--- src/rtl/hop_chain_sequencer.sv ---
// Stimulus/checker for the 4-flop hop chain: staggered reset release, LFSR stream on start, ff4 check.
// Optional HOP_SEQ_ERR_INJECT_EN adds input inj, which inverts the expected bit of a valid comparison.
module hop_chain_sequencer #(
  parameter int HOLD_CYCLES = 4,
  parameter int STAGGER     = 2,
  parameter int CHAIN_LAT   = 4,
  parameter int RUN_CYCLES  = 256,
  parameter int ERR_W       = 8
) (
  input  logic             clock0,
  input  logic             rst0_n,
  input  logic             go,
`ifdef HOP_SEQ_ERR_INJECT_EN
  input  logic             inj,
`endif
  output logic             rst1,
  output logic             rst2,
  output logic             rst3,
  output logic             start,
  input  logic             ff4,
  output logic             busy,
  output logic             done,
  output logic             pass,
  output logic [ERR_W-1:0] err_count,
  output logic [2:0]       fsm_state
);

  typedef enum logic [2:0] {
    S_IDLE  = 3'd0,
    S_HOLD  = 3'd1,
    S_REL   = 3'd2,
    S_RUN   = 3'd3,
    S_DRAIN = 3'd4,
    S_DONE  = 3'd5
  } state_t;

  localparam int CNT_W = $clog2(HOLD_CYCLES + 3 * STAGGER + RUN_CYCLES + CHAIN_LAT + 1);
  localparam logic [CNT_W-1:0] HOLD_LAST  = CNT_W'(HOLD_CYCLES - 1);
  localparam logic [CNT_W-1:0] REL_R2     = CNT_W'(STAGGER - 1);
  localparam logic [CNT_W-1:0] REL_R3     = CNT_W'(2 * STAGGER - 1);
  localparam logic [CNT_W-1:0] REL_LAST   = CNT_W'(3 * STAGGER - 1);
  localparam logic [CNT_W-1:0] RUN_LAST   = CNT_W'(RUN_CYCLES);
  localparam logic [CNT_W-1:0] DRAIN_LAST = CNT_W'(CHAIN_LAT - 1);

  state_t               state;
  logic [CNT_W-1:0]     cnt;
  logic [7:0]           lfsr;
  logic [7:0]           lfsr_next;
  logic [CHAIN_LAT-1:0] exp_pipe;
  logic [CHAIN_LAT-1:0] vld_pipe;
  logic                 inj_bit;
  logic                 mismatch;
  logic [ERR_W-1:0]     err_next;

  assign fsm_state = state;

  // Fibonacci LFSR x^8+x^6+x^5+x^4+1; the issued bit is lfsr[0] before the shift.
  assign lfsr_next = {lfsr[6:0], lfsr[7] ^ lfsr[5] ^ lfsr[4] ^ lfsr[3]};

`ifdef HOP_SEQ_ERR_INJECT_EN
  assign inj_bit = inj;
`else
  assign inj_bit = 1'b0;
`endif

  assign mismatch = vld_pipe[CHAIN_LAT-1] && (ff4 != (exp_pipe[CHAIN_LAT-1] ^ inj_bit));

  always_comb begin
    err_next = err_count;
    if (mismatch && (err_count != {ERR_W{1'b1}})) err_next = err_count + 1'b1;
  end

  always_ff @(posedge clock0 or negedge rst0_n) begin
    if (!rst0_n) begin
      state     <= S_IDLE;
      cnt       <= '0;
      lfsr      <= 8'h01;
      exp_pipe  <= '0;
      vld_pipe  <= '0;
      rst1      <= 1'b1;
      rst2      <= 1'b1;
      rst3      <= 1'b1;
      start     <= 1'b0;
      busy      <= 1'b0;
      done      <= 1'b0;
      pass      <= 1'b0;
      err_count <= '0;
    end else begin
      exp_pipe  <= CHAIN_LAT'({exp_pipe, start});
      vld_pipe  <= CHAIN_LAT'({vld_pipe, state == S_RUN});
      err_count <= err_next;
      case (state)
        S_IDLE, S_DONE: begin
          if (go) begin
            state     <= S_HOLD;
            cnt       <= '0;
            lfsr      <= 8'h01;
            exp_pipe  <= '0;
            vld_pipe  <= '0;
            err_count <= '0;
            rst1      <= 1'b1;
            rst2      <= 1'b1;
            rst3      <= 1'b1;
            start     <= 1'b0;
            busy      <= 1'b1;
            done      <= 1'b0;
            pass      <= 1'b0;
          end
        end
        S_HOLD: begin
          if (cnt == HOLD_LAST) begin
            state <= S_REL;
            cnt   <= '0;
            rst1  <= 1'b0;
          end else begin
            cnt <= cnt + 1'b1;
          end
        end
        S_REL: begin
          cnt <= cnt + 1'b1;
          if (cnt == REL_R2) rst2 <= 1'b0;
          if (cnt == REL_R3) rst3 <= 1'b0;
          // The first stream bit is issued on the edge that enters RUN, so start is aligned with RUN.
          if (cnt == REL_LAST) begin
            state <= S_RUN;
            cnt   <= CNT_W'(1);
            start <= lfsr[0];
            lfsr  <= lfsr_next;
          end
        end
        S_RUN: begin
          if (cnt == RUN_LAST) begin
            state <= S_DRAIN;
            cnt   <= '0;
            start <= 1'b0;
          end else begin
            start <= lfsr[0];
            lfsr  <= lfsr_next;
            cnt   <= cnt + 1'b1;
          end
        end
        S_DRAIN: begin
          if (cnt == DRAIN_LAST) begin
            state <= S_DONE;
            busy  <= 1'b0;
            done  <= 1'b1;
            // err_next includes a mismatch found in this final cycle.
            pass  <= (err_next == '0);
          end else begin
            cnt <= cnt + 1'b1;
          end
        end
        default: state <= S_IDLE;
      endcase
    end
  end

endmodule

--- config.mk ---
export PLATFORM = sky130hd
export DESIGN_NAME = hop_chain_sequencer
export DESIGN_NICKNAME = d
export VERILOG_FILES = /design/src/rtl/hop_chain_sequencer.sv
export SDC_FILE = /design/constraint.sdc
export NUM_CORES = 1
export LEC_CHECK = 0
export CAP_MARGIN = 20
export CORE_MARGIN = 2
export CORE_UTILIZATION = 55
export CTS_BUF_LIST = sky130_fd_sc_hd__clkbuf_8
export DETAILED_ROUTE_END_ITERATION = 10
export HOLD_SLACK_MARGIN = 0.06
export PLACE_DENSITY_LB_ADDON = 0.12
export SYNTH_ARGS = -nofsm -noshare
export SYNTH_HDL_FRONTEND = slang
export SYNTH_SLANG_ARGS = --single-unit
--- constraint.sdc ---
create_clock -name clock0 -period 3.24 [get_ports clock0]
set_input_delay 0.648 -clock clock0 [delete_from_list [all_inputs] [get_ports clock0]]
set_output_delay 0.648 -clock clock0 [all_outputs]
set_load 0.01 [all_outputs]
Yosys cells after proc, flatten, opt, wreduce, memory -nomap -nowiden
Index checks and enable logic that the tools add are counted.
Widths: inputs -> output; s select.

word-level totals
  bits in registers = 43
  input port bits = 4
  output and inout port bits = 18
  word-level logic and storage cells = 94

operators by class
  $add $sub $neg = 2
  eq/ne operators = 20
  muxes and demuxes = 38
  bitwise logic cells = 3
  reduce and logical (&&, ||, !) cells = 18

operators by type and width
  cell                 count
  $mux 8               6
  $mux 9               5
  $pmux 9 s5           1
  $pmux 8 s3           1
  $reduce_and 3->1     6
  $mux 4               4
  $ne 2x2->1 const B   8
  $mux 3               5
  $pmux 3 s5           1
  $pmux 1 s2           6
  $add 9x1->9 const B  1
  $eq 9x1->1 const B   1
  $eq 9x2->1 const B   1
  $eq 9x3->1 const B   1
  $eq 9x9->1 const B   1
  $add 8x1->8 const B  1
  $logic_not 8->1      1
  $mux 1               8
  $ne 8x8->1 const B   1
  $eq 3x2->1 const B   2
  $eq 3x3->1 const B   2
  $reduce_bool 2->1    3
  $reduce_and 5->1     1
  $reduce_bool 5->1    1
  10 further kinds     13

Longest topological paths before layout
  word-level depth = 7
  mapped depth = 9
  mapped depth without buffers = 7

Least setup slack after synthesis
Ideal clock, no wire load.

  path type = reg2reg
  from = register cnt[0]
  to = register state[0], in the netlist fsm_state[0]
  setup time = 0.066 ns
  arrival = 2.120 ns
  data required time = 3.174 ns
  setup slack = 1.054 ns
  stages on the path, launching flop included = 7
  path buffers = 0
  clock period less this slack = 2.186 ns
  cell sequence = dfrtp_1 ha_1 or3b_2 or3_4 o221ai_4 nand3b_4 a41o_1

on the way
  cells in the longest elaborated chain, start to end = 3
  elaborated cells on any way between the ends = 8
  those cells by class = eq/ne: 7; reduce/logical: 1

ends and longest elaborated chain
  item                                                       line  source
  from (decl)                                                46    logic [CNT_W-1:0] cnt;
  from (signal assigned)                                     116   cnt <= cnt + 1'b1;
  from (signal assigned)                                     120   cnt <= cnt + 1'b1;
  from (signal assigned)                                     139   cnt <= cnt + 1'b1;
  $eq 9x9->1 (tied with other cells)                         132   if (cnt == RUN_LAST) begin
  $ne 2x1->1 (no source line) or $ne 2x2->1 (tied branches)  --
  $reduce_and 5->1 (no source line) (*)                      --
  to (signal assigned)                                       125   state <= S_RUN;
  to (signal assigned)                                       133   state <= S_DRAIN;
  to (signal assigned)                                       144   state <= S_DONE;
  to (decl)                                                  45    state_t state;

Mark *: on every way between the ends. The rest lies on a longest branch, timed or not.
A chain may end at the register's enable or synchronous reset.

Final worst setup path
  from = register cnt[0]
  to = register cnt[2]

on the way
  cells in the longest elaborated chain, start to end = 3
  elaborated cells on any way between the ends = 11
  those cells by class = add/sub: 1; eq/ne: 4; mux: 5; reduce/logical: 1

ends and longest elaborated chain
  item                                            line  source
  $add 9x1->9 (tied with other cells)             --
  $mux 9 (tied with other cells)                  143   if (cnt == DRAIN_LAST) begin
  $pmux 9 s5 or $reduce_and 3->1 (tied branches)  --

Parallel ways exist; a longest one is shown, timed or not. The select of a mux whose other input is x is not followed.

==> insert_results.sql <==
INSERT INTO impl_metrics (metric_group, metric, value, unit) VALUES
('run_status', 'status', 'completed', ''),
('drt', 'detail_route.vias_per_cell', '5.89', ''),
('grt', 'vias_in_the_first_global_route', '1780', ''),
('floorplanning', 'pin_count', '22', ''),
('logic_synthesis', 'synth_seq_cells', '43', ''),
('clock_tree', 'cts_buffer_depth', '2', ''),
('drt', 'wl_per_cell', '15.1', 'um'),
('floorplanning', 'core_region_area', '4060', 'um2'),
('logic_synthesis', 'area_share_of_the_largest_cell_type_after_synthesis', '41.6', '%'),
('drt', 'detailroute.via_count', '1901', ''),
('clock_tree', 'clkSinkCount', '43', ''),
('logic_synthesis', 'ys_top_cells_by_area', 'sky130_fd_sc_hd__dfrtp_1 42%, sky130_fd_sc_hd__dfstp_2 4.5%, sky130_fd_sc_hd__o21ai_0 4.3%, sky130_fd_sc_hd__inv_1 3.8%, sky130_fd_sc_hd__nand3_1 3.4%', ''),
('clock_tree', 'cts_root_buf', 'sky130_fd_sc_hd__clkbuf_8', ''),
('floorplanning', 'die_x', '69.3', 'um'),
('grt', 'grt_ovf', '0', ''),
('finish', 'post-route-util', '66.0', '%'),
('flow_run', 'max_cap_viol_count', '0', ''),
('sta', 'worst_max_slew_pin_slew', '0.825', 'ns'),
('place', 'routabilityCongestion', '0.859', ''),
('finish', 'area.sequential', '1080', 'um2'),
('setup_path', 'crit_type', 'reg -> reg', ''),
('logic_synthesis', 'yosys.area_share.adder', '2.13', '%'),
('logic_synthesis', 'seq_area_frac_synth', '46.1', '%'),
('clock_tree', 'cts.reportedPaths.clkPinSlew', '0.09', 'ns'),
('logic_synthesis', 'yosys.cell_types.count', '46', ''),
('min_path', 'hold_path_class', 'in -> async', ''),
('logic_synthesis', 'ys_async_sr_fraction', '100', '%'),
('grt', 'grt_start_max_net_pins', '44', ''),
('pwr', 'power.leakage', '0.00119', 'uW'),
('finish', 'layout.filler_cells', '357', ''),
('floorplanning', 'placementRows', '23', ''),
('sta', 'slew-limit-headroom', '44.9', '%'),
('logic_synthesis', 'synth_simple_gate_area_share', '21.9', '%'),
('finish', 'layout_commonest_cell', 'sky130_fd_sc_hd__dfrtp_1', ''),
('clock_tree', 'postCtsSetupBuffers', '0', ''),
('setup_path', 'path_buf_inv', '0', ''),
('place', 'port-buffer-count', '21', ''),
('pwr', 'worst_ir_drop_vdd', '310', 'uV'),
('setup_path', 'rrSetupSlack', '0.75', 'ns'),
('finish', 'drive_gt1_share', '9.16', '%'),
('logic_synthesis', 'dominant_combinational_cell_family_by_area_after_synthesis', 'simple AND/OR/NAND/NOR gates', ''),
('finish', 'finish.cell_count_without_fillers', '323', ''),
('drt', 'drt_iter0_drc', '87', ''),
('grt', 'grt_first_pass_wirelength', '8400', 'um'),
('setup_path', 'cp_slowest_stage_delay', '0.51', 'ns'),
('finish', 'mostFrequentLayoutCells', '39 x sky130_fd_sc_hd__dfrtp_1, 24 x sky130_fd_sc_hd__inv_1, 20 x sky130_fd_sc_hd__o21ai_0, 20 x sky130_fd_sc_hd__clkdlybuf4s50_1, 19 x sky130_fd_sc_hd__nand2_1', ''),
('clock_tree', 'ctsHoldBuffers', '0', ''),
('clock_tree', 'h-tree-depth', '2', ''),
('place', 'placedCellCount', '314', ''),
('sta', 'fin_crit_sh', '76.7', '%'),
('sta', 'final_max_slew_viol_count', '0', ''),
('drt', 'drc_violations_left', '0', ''),
('drt', 'drt.antenna.violating_nets', '0', ''),
('logic_synthesis', 'number_of_enable_flip_flop_cells_after_synthesis', '0', ''),
('sta', 'clock.fmax', '402', 'MHz'),
('sta', 'rsz_0062_raised_after_global_routing', 'no', ''),
('finish', 'post_layout_nets', '280', ''),
('sta', 'hold_violations', '0', ''),
('sta', 'setup_tns', '0', 'ns'),
('logic_synthesis', 'syn-num-nets', '262', ''),
('setup_path', 'cp_data_arrival_time', '2.66', 'ns'),
('setup_path', 'cp_cell_sequence', 'ha_1, or3b_2, nor3_1, o221ai_2, a31oi_1, o22ai_1', ''),
('floorplanning', 'start_util', '57.8', '%'),
('setup_path', 'critical-path-slowest-cell', 'sky130_fd_sc_hd__or3b_2', ''),
('floorplanning', 'floorplan.die_area', '4800', 'um2'),
('clock_tree', 'worst_skew_pair.late_latency', '0.30', 'ns'),
('logic_synthesis', 'ys_dominant_reg_cell', 'sky130_fd_sc_hd__dfrtp_1', ''),
('clock_tree', 'clock_tree_from_tritoncts', 'built', ''),
('setup_path', 'path_max_fanout', '8', ''),
('sta', 'post-route-min-period', '2.49', 'ns'),
('logic_synthesis', 'synth_area_per_cell', '9.23', 'um2');
layout make-up:
| cell class | count | share of cell area [%] |
|---|---|---|
| Inverter | 24 | 3.36 |
| Timing Repair Buffer | 23 | 8.69 |
| Tap cell | 50 | 2.34 |
| Multi-Input combinational cell | 175 | 41.7 |
| Clock buffer | 5 | 2.57 |
| Clock inverter | 3 | 0.935 |
| Sequential cell | 43 | 40.4 |
flip-flops by register name, summed over array words and instances (netlist names), 3 cells and up:
signal,count
vld_pipe,4
exp_pipe,4
err_count,8
lfsr,8
fsm_state,3
cnt,9
kinds of logic after synthesis:
family	count (synthesis)
AND/OR/NAND/NOR	91
AO/OA/AOI/OAI	69
multiplexers	3
XOR/XNOR	8
flip-flops	43
buffers and inverters	36
adder cells (fa/ha/maj)	4
synthesized netlist by cell type, types with 4 or more instances:
master                     instances
sky130_fd_sc_hd__ha_1              4
sky130_fd_sc_hd__and3_1            7
sky130_fd_sc_hd__clkbuf_1          7
sky130_fd_sc_hd__nand3_1          16
sky130_fd_sc_hd__and2_1           10
sky130_fd_sc_hd__nand2b_1          4
sky130_fd_sc_hd__a21oi_1          12
sky130_fd_sc_hd__nor2b_1           4
sky130_fd_sc_hd__dfstp_2           4
sky130_fd_sc_hd__inv_1            24
sky130_fd_sc_hd__a31oi_1          12
sky130_fd_sc_hd__xor2_1            4
sky130_fd_sc_hd__nand2_1          19
sky130_fd_sc_hd__o21ai_0          20
sky130_fd_sc_hd__dfrtp_1          39
sky130_fd_sc_hd__xnor2_1           4
sky130_fd_sc_hd__o31ai_1           4
sky130_fd_sc_hd__o22ai_1           7
sky130_fd_sc_hd__nor2_1           11
metal layers:
metal	vias to the layer above	global-route usage (%)	part of all wire, %
met4	0	8.50	1.2
met1	914	28.5	47
met3	6	4.22	3.5
met5	-	0	0
met2	40	33.9	48
li1	941	-	-
worst reg2reg max path: cells and delay by family, from the launching register on:
kind	cells	cell delay (ns)
AO/OA/AOI/OAI	3	0.69
flip-flops	1	0.46
adder cells (fa/ha/maj)	1	0.26
AND/OR/NAND/NOR	2	0.95
path summary, 6_finish.rpt:
kind,startpoint,endpoint,depth (start not counted)
min in group clock0,exp_pipe[0],exp_pipe[1],1
setup / recovery,cnt[0],cnt[2],6
hold / removal,rst0_n,err_count[3],1
hold reg to reg,exp_pipe[0],exp_pipe[1],1
setup reg to reg,cnt[0],cnt[2],6
max in group asynchronous,rst0_n,lfsr[0],2
power breakdown:
group	internal, uW	switching (uW)	leakage [uW]	total, uW
registers	536	0	0.000504	536
clock network	154	202	0.0000443	356
logic	5.66	13.1	0.000642	18.8
total	696	215	0.00119	911
through the flow:
stage	area [um2]	setup WS, ns
2_1_floorplan	2340	1.05
3_3_place_gp	2560	0.789
3_5_place_dp	2560	0.710
4_1_cts	2660	0.808
5_1_grt	2680	0.641
6_report	2680	0.754
Note: power is estimated with default switching activity, not from simulation.
